<file path="src/rtl/dpp_table_pkg.sv">
// Shared definitions for the dining-philosophers fork table.
//   - Event codes a philo places in its FIFO (PHILO_HUNGRY / PHILO_DONE).
//   - Boolean shorthands TRUE / FALSE.
//   - Table FSM state codes TBL_SCAN .. TBL_SETTLE.
//   - log2(): index width for a given philo count.
package dpp_table_pkg;

  localparam logic PHILO_HUNGRY = 1'b1;
  localparam logic PHILO_DONE   = 1'b0;

  localparam logic TRUE  = 1'b1;
  localparam logic FALSE = 1'b0;

  typedef enum logic [2:0] {
    TBL_SCAN   = 3'd0,
    TBL_EVAL   = 3'd1,
    TBL_CHK_L  = 3'd2,
    TBL_CHK_R  = 3'd3,
    TBL_SETTLE = 3'd4
  } tbl_state_e;

  // Bits needed to index n items; never less than 1 so a 1-bit index exists for n=2.
  function automatic int log2(input int n);
    int r;
    r = 1;
    for (int i = 1; i < 32; i++) begin
      if ((1 << i) < n) r = i + 1;
    end
    return r;
  endfunction

endpackage

</file>
<file path="src/rtl/dpp_rr_pick.sv">
// Rotating-priority finder.
// Returns the first asserted request at or after ptr, wrapping past N-1 to 0.
//   req    in   N  request vector
//   ptr    in   W  position with highest priority (must be < N)
//   found  out  1  at least one request is asserted
//   idx    out  W  index of the winning request (0 when none found)
module dpp_rr_pick
  import dpp_table_pkg::*;
#(
  parameter  int N = 5,
  localparam int W = log2(N)
) (
  input  logic [N-1:0] req,
  input  logic [W-1:0] ptr,
  output logic         found,
  output logic [W-1:0] idx
);

  logic [W-1:0] cand;

  // NOTE: every variable driven here gets a value before any branch, so no latch can be inferred.
  always_comb begin
    found = 1'b0;
    idx   = '0;
    cand  = ptr;
    for (int k = 0; k < N; k++) begin
      if (!found && req[cand]) begin
        found = 1'b1;
        idx   = cand;
      end
      cand = (cand == W'(N - 1)) ? '0 : cand + W'(1);
    end
  end

endmodule

</file>
<file path="src/rtl/dpp_table.sv">
// Central fork arbiter ("table") for the dining-philosophers design.
// Drains the philo event FIFOs round-robin, owns all fork state and issues
// single-cycle may_eat grants. Philo i uses fork i (left) and fork i+1 (right).
//   clk         in   1  clock
//   reset       in   1  asynchronous, active-high
//   fout_empty  in   N  per-philo FIFO empty (first-word fall-through)
//   fout_data   in   N  per-philo FIFO head: PHILO_HUNGRY or PHILO_DONE
//   fout_ack    out  N  FIFO pop, one-hot single-cycle pulse
//   hungry      in   N  philo hungry lines, only used by the run-time checks
//   may_eat     out  N  grant, single-cycle pulse
//   fork_busy   out  N  fork i is held
//   eating      out  N  philo i granted and not yet DONE
//   waiting     out  N  philo i HUNGRY but not yet granted
//   proto_err   out  1  sticky protocol error, cleared only by reset
module dpp_table
  import dpp_table_pkg::*;
#(
  parameter  int N_PHILO = 5,
  localparam int IDX_W   = log2(N_PHILO)
) (
  input  logic               clk,
  input  logic               reset,
  input  logic [N_PHILO-1:0] fout_empty,
  input  logic [N_PHILO-1:0] fout_data,
  output logic [N_PHILO-1:0] fout_ack,
  input  logic [N_PHILO-1:0] hungry,
  output logic [N_PHILO-1:0] may_eat,
  output logic [N_PHILO-1:0] fork_busy,
  output logic [N_PHILO-1:0] eating,
  output logic [N_PHILO-1:0] waiting,
  output logic               proto_err
);

  function automatic logic [IDX_W-1:0] nxt(input logic [IDX_W-1:0] i);
    return (i == IDX_W'(N_PHILO - 1)) ? '0 : i + IDX_W'(1);
  endfunction

  function automatic logic [IDX_W-1:0] prv(input logic [IDX_W-1:0] i);
    return (i == '0) ? IDX_W'(N_PHILO - 1) : i - IDX_W'(1);
  endfunction

  tbl_state_e         state_q, state_d;
  logic [IDX_W-1:0]   idx_q, idx_d;
  logic               ev_q, ev_d;
  logic [IDX_W-1:0]   ptr_q, ptr_d;
  logic [N_PHILO-1:0] ack_d, me_d, busy_d, eat_d, wait_d;
  logic               err_d;

  logic               pick_found;
  logic [IDX_W-1:0]   pick_idx;
  logic [IDX_W-1:0]   l_idx, r_idx, rr_idx;

  dpp_rr_pick #(.N(N_PHILO)) u_pick (
    .req   (~fout_empty),
    .ptr   (ptr_q),
    .found (pick_found),
    .idx   (pick_idx)
  );

  // Neighbours of the philo being serviced. Philo L needs forks L and idx;
  // philo R needs forks R and R+1.
  assign l_idx  = prv(idx_q);
  assign r_idx  = nxt(idx_q);
  assign rr_idx = nxt(r_idx);

  always_comb begin
    state_d = state_q;
    idx_d   = idx_q;
    ev_d    = ev_q;
    ptr_d   = ptr_q;
    busy_d  = fork_busy;
    eat_d   = eating;
    wait_d  = waiting;
    err_d   = proto_err;
    ack_d   = '0;
    me_d    = '0;

    unique case (state_q)
      TBL_SCAN: begin
        if (pick_found) begin
          idx_d           = pick_idx;
          ev_d            = fout_data[pick_idx];
          ack_d[pick_idx] = TRUE;
          state_d         = TBL_EVAL;
        end
      end

      TBL_EVAL: begin
        if (ev_q == PHILO_HUNGRY) begin
          state_d = TBL_SETTLE;
          if (eating[idx_q] || waiting[idx_q]) begin
            err_d = TRUE;
          end else if (!fork_busy[idx_q] && !fork_busy[r_idx]) begin
            busy_d[idx_q] = TRUE;
            busy_d[r_idx] = TRUE;
            eat_d[idx_q]  = TRUE;
            me_d[idx_q]   = TRUE;
          end else begin
            wait_d[idx_q] = TRUE;
          end
        end else if (!eating[idx_q]) begin
          err_d   = TRUE;
          state_d = TBL_SETTLE;
        end else begin
          busy_d[idx_q] = FALSE;
          busy_d[r_idx] = FALSE;
          eat_d[idx_q]  = FALSE;
          state_d       = TBL_CHK_L;
        end
      end

      // The freed forks may complete a waiting neighbour's pair.
      TBL_CHK_L: begin
        if (waiting[l_idx] && !fork_busy[l_idx] && !fork_busy[idx_q]) begin
          busy_d[l_idx] = TRUE;
          busy_d[idx_q] = TRUE;
          eat_d[l_idx]  = TRUE;
          wait_d[l_idx] = FALSE;
          me_d[l_idx]   = TRUE;
        end
        state_d = TBL_CHK_R;
      end

      // Sees fork state already updated by CHK_L, so with two philos (L == R)
      // the same neighbour cannot be granted twice.
      TBL_CHK_R: begin
        if (waiting[r_idx] && !fork_busy[r_idx] && !fork_busy[rr_idx]) begin
          busy_d[r_idx]  = TRUE;
          busy_d[rr_idx] = TRUE;
          eat_d[r_idx]   = TRUE;
          wait_d[r_idx]  = FALSE;
          me_d[r_idx]    = TRUE;
        end
        state_d = TBL_SETTLE;
      end

      // One idle cycle so the popped FIFO's empty flag is valid before the next scan.
      TBL_SETTLE: begin
        ptr_d   = r_idx;
        state_d = TBL_SCAN;
      end

      default: state_d = TBL_SCAN;
    endcase
  end

  // NOTE: sequential state uses non-blocking assignments so every register samples pre-edge values.
  always_ff @(posedge clk or posedge reset) begin
    if (reset) begin
      state_q   <= TBL_SCAN;
      idx_q     <= '0;
      ev_q      <= 1'b0;
      ptr_q     <= '0;
      fout_ack  <= '0;
      may_eat   <= '0;
      fork_busy <= '0;
      eating    <= '0;
      waiting   <= '0;
      proto_err <= 1'b0;
    end else begin
      state_q   <= state_d;
      idx_q     <= idx_d;
      ev_q      <= ev_d;
      ptr_q     <= ptr_d;
      fout_ack  <= ack_d;
      may_eat   <= me_d;
      fork_busy <= busy_d;
      eating    <= eat_d;
      waiting   <= wait_d;
      proto_err <= err_d;
    end
  end

  // Run-time checks: a granted philo must drop hungry within two cycles, and
  // the pulse / ownership invariants must hold every cycle.
  logic [N_PHILO-1:0] hungry_eating;
  assign hungry_eating = hungry & eating;

  for (genvar g = 0; g < N_PHILO; g++) begin : g_chk
    hungry_while_eating: assert property (@(posedge clk) disable iff (reset)
      !(hungry_eating[g] && $past(hungry_eating[g]) && $past(hungry_eating[g], 2)));
  end

  table_invariants: assert property (@(posedge clk) disable iff (reset)
    $onehot0(may_eat) && $onehot0(fout_ack) && ((eating & waiting) == '0));

endmodule

</file>
<file path="config.mk">
export PLATFORM = sky130hd
export DESIGN_NAME = dpp_table
export DESIGN_NICKNAME = d
export VERILOG_FILES = /design/src/rtl/dpp_table_pkg.sv /design/src/rtl/dpp_rr_pick.sv /design/src/rtl/dpp_table.sv
export SDC_FILE = /design/constraint.sdc
export NUM_CORES = 1
export LEC_CHECK = 0
export ABC_AREA = 1
export BUFFER_PORTS_ARGS = -buffer_cell sky130_fd_sc_hd__buf_2
export CAP_MARGIN = 20
export CORE_ASPECT_RATIO = 0.8
export CORE_MARGIN = 4
export CORE_UTILIZATION = 50
export CTS_CLUSTER_SIZE = 8
export DETAILED_ROUTE_END_ITERATION = 7
export GPL_ROUTABILITY_DRIVEN = 0
export PLACE_DENSITY = 0.66
export RECOVER_POWER = 25
export SYNTH_ARGS = -nofsm -noshare
export SYNTH_HDL_FRONTEND = slang
export SYNTH_SLANG_ARGS = --single-unit
</file>
<file path="constraint.sdc">
create_clock -name clk -period 6.4 [get_ports clk]
set_input_delay 0.64 -clock clk [delete_from_list [all_inputs] [get_ports clk]]
set_output_delay 0.64 -clock clk [all_outputs]
set_load 0.02 [all_outputs]
</file>
==> summary.md <==
| Metric | Value |
|---|---|
| Status | finished, violations left |
| Failing checks | max-capacitance violations, max-slew violations |
| GRT overflow | 0 |
| Area share of and/or/nand/nor cells after synthesis | 52.2% |
| Clock Latency Late Sink | 0.36 ns |
| Place WS | 0.230 ns |
| Worst path most repeated cell | nand2_1 |
| Tmin final | 6.00 ns |
| Final setup margin | 0.397 ns |
| Tightest Pin Transition | 2.17 ns |
| Max-cap violation count | 1 |
| Die area | 29,700 um^2 |
| Vias in the first global route | 14,600 |
| YS warnings | 0 |
| EDFF count, synth | 0 |
| Endpoints failing setup | 0 |
| Mapped Nets | 2,491 |
| CP max-delay cell | dfrtp_1 |
| PwrDens | 582 nW/um^2 |
| Via density | 5.95 |
| I/O Buffers | 37 |
| Initial antenna violation count | 0 |
| DR WL/cell | 18.6 um |
| Nets | 2,510 |
| Adder-Cell Fraction of Synth Area | 1.11% |
| Compound-cell area share of the yosys netlist | 11.9% |
| CP Buf/Inv Count | 10 |
| Synth top area cells | nand2_1 (20%), dfrtp_1 (17%), nor2_1 (11%) |
| Root buffer cell | clkbuf_16 |
| Critical path arrival | 6.29 ns |
| Async S/R FF share, synth | 100% |
| Leak Pwr | 0.00680 uW |
| Clock Path Buffers | 2 |
| CP delay by family, top | simple AND/OR/NAND/NOR gates |
| Chip Width | 192 um |
| Met2 usage | 44.6% |
| Timing-limited maximum frequency | 167 MHz |
| Largest family of logic cells by synthesized area | simple AND/OR/NAND/NOR gates |
| Yosys top cell by area | nand2_1 |
| Io pins | 43 |
| Die Ht | 155 um |
| Max FO, Critical Path | 8 |
| Worst setup SP type | flop |
| DPL Wire Length | 43.3 mm |
| Gr usage total | 34.6% |
| Worst path max stage delay | 0.40 ns |
| TritonRoute pass-1 iters | 7 |
| Largest net degree at the start of global routing | 65 |
| Number of fill cells | 2,790 |
| Mux contribution to synthesized area | 0% |
| CTS tree | yes |
| Starting DRT DRC Count | 2,406 |
| XOR/XNOR share of the synthesized area | 6.38% |
| Worst slew margin | -45.2% |
| DRC violations left | 0 |
| Row count | 53 |
| Syn Std Cell Area | 13,500 um^2 |
| Ant diodes | 0 |
| GR peak layer | met1 |
| Worst endpoint required time | 6.68 ns |
| Yosys reg bits | 94 |
| Post-synth cell types | 59 |
| Initial core utilization | 51.1% |
| Peak supply drop | 0.795 mV |
| DR vias | 16,900 |
| Post-Synthesis Cells | 2,462 |
| Routed WL | 52.9 mm |
| Clk pin slew, worst setup/hold paths | 0.07 ns |
| Top FF cell, synth | dfrtp_1 |
| Seq/Total Area, Yosys | 17.4% |
| Area share of the largest cell type after synthesis | 20.4% |
| Worst Skew | 0.00751 ns |
| Setup Crit Path Kind | reg -> reg |
| Avg Synthesized Cell Area | 5.49 um^2 |
| Layout Area Growth over Synthesis | 7.28% |
| Antenna-violating nets left | 0 |
| Core Footprint | 26,500 um^2 |
| Final Cycle Share | 93.8% |
| Design Power | 8440 uW |
| H-tree depth | 3 |
| First-pass GRT wire length | 82.1 mm |
| Met3 usage | 11.8% |
| TritonCTS Buffers | 9 |
| Layout cells sized above 1 | 8.93% |
| Final hold vios | 0 |
| Max-slew violations | 50 |
| Clk sinks | 94 |
| Met1 Usage GRT | 55.1% |
| CP endpoint kind | flop |
| Hold WC Path Type | reg -> reg |
[routing by layer]
metal	share of wire, %	wire [um]
met5	0	0
met1	45	23700
met3	16	8530
met4	1.8	925
met2	37	19600
[cell usage after synthesis (all sizes together), types with 3 or more instances]
| master | n |
|---|---|
| nand2 | 776 |
| nor2 | 459 |
| inv | 320 |
| nand3 | 170 |
| o21ai | 146 |
| dfrtp | 94 |
| xor2 | 82 |
| nand4 | 80 |
| nor3 | 76 |
| clkbuf | 40 |
| a21oi | 32 |
| nor4 | 28 |
| o22ai | 23 |
| buf | 19 |
| xnor2 | 13 |
| a22oi | 12 |
| ha | 12 |
| o211ai | 12 |
| nand3b | 9 |
| o221ai | 8 |
| a211oi | 5 |
| o31ai | 5 |
| a21boi | 4 |
| a31oi | 4 |
| or2 | 4 |
| a31o | 3 |
| o2111ai | 3 |
| o21bai | 3 |
[registers in the layout (all words and copies together), names as in the netlist, named ones only]
register and count:
idx_q 32, ptr_q 32, fork_busy 5, fout_ack 5, may_eat 5, waiting 5
state_q 3, ev_q 1, proto_err 1
[repair_timing]
| item | CTS | global route |
|---|---|---|
| hold buffers | 0 | 0 |
| resized for setup | 0 | 23 |
| buffers inserted | 0 | 2 |
| setup endpoints to repair | 0 | 13 |
| endpoints found under the hold margin | 0 | 0 |
[logic make-up (layout without fill, tap and decap cells)]
family | Yosys count | count (layout)
xor+xnor | 95 | 95
fa+ha+maj | 12 | 12
buf+inv | 381 | 405
flops | 94 | 94
compound gates | 273 | 273
simple gates | 1607 | 1607
[stage by stage]
stage	hold WS (ns)	instances	cell area [um^2]	util (%)	TNS, ns
after floorplan	0.496	2462	13500	-	0
final	0.465	2843	14500	54.8	0
after detailed placement	0.457	2825	14100	53.3	0
after global routing	0.523	2843	14500	54.8	-0.00602
after CTS	0.385	2841	14400	54.4	0
after global placement	0.449	2825	14100	53.3	0
[worst reg2reg max path, delay by kind of cell (launching register included)]
family / cells / cell delay [ns]
compound gates: 1 / 0.18
fa+ha+maj: 3 / 0.67
flops: 1 / 0.40
buf+inv: 10 / 1.31
simple gates: 31 / 3.40
[path summary, 6_finish.rpt]
| kind | startpoint | to | slack [ns] | depth (start not counted) |
|---|---|---|---|---|
| min reg2reg | proto_err | proto_err | 0.47 | 2 |
| min | proto_err | proto_err | 0.47 | 2 |
| max in group asynchronous | reset | fout_ack[3] | 4.15 | 3 |
| min in group asynchronous | reset | ptr_q[28] | 0.85 | 2 |
| max reg2reg | ptr_q[0] | fout_ack[0] | 0.40 | 45 |
| max | ptr_q[0] | fout_ack[0] | 0.40 | 45 |
[layout make-up]
type	instances	area (um^2)	area share (%)
multi-input combinational	1987	9760	67.3
sequential	94	2350	16.2
inverter	322	1210	8.35
tap	357	447	3.08
timing repair buffer	67	434	2.99
clock buffer	11	233	1.61
clock inverter	5	58.8	0.406
[power by group]
part	total (uW)	switching (uW)	internal (uW)
clock	549	245	304
combinational	6740	4840	1900
sequential	1150	363	783
[placed cells by master (no fill, tap or decap), drive strengths merged, types with 2 or more instances in the layout]
cell	instances
o31ai	5
dfrtp	94
or2	4
a32oi	2
nand4	80
and3	2
a41oi	2
a211oi	5
nand3	170
a31oi	4
nor2	459
nor3	76
o22ai	23
a21oi	32
nand2	776
inv	320
xor2	82
a21boi	4
buf	63
o221ai	8
o21ai	146
o21a	2
nor4	28
a22oi	12
clkbuf	15
o311ai	2
a31o	3
o2111ai	3
xnor2	13
clkinv	3
o21bai	3
o211ai	12
nand3b	9
ha	12
clkinvlp	3
Note: power is estimated with default switching activity, not from simulation.
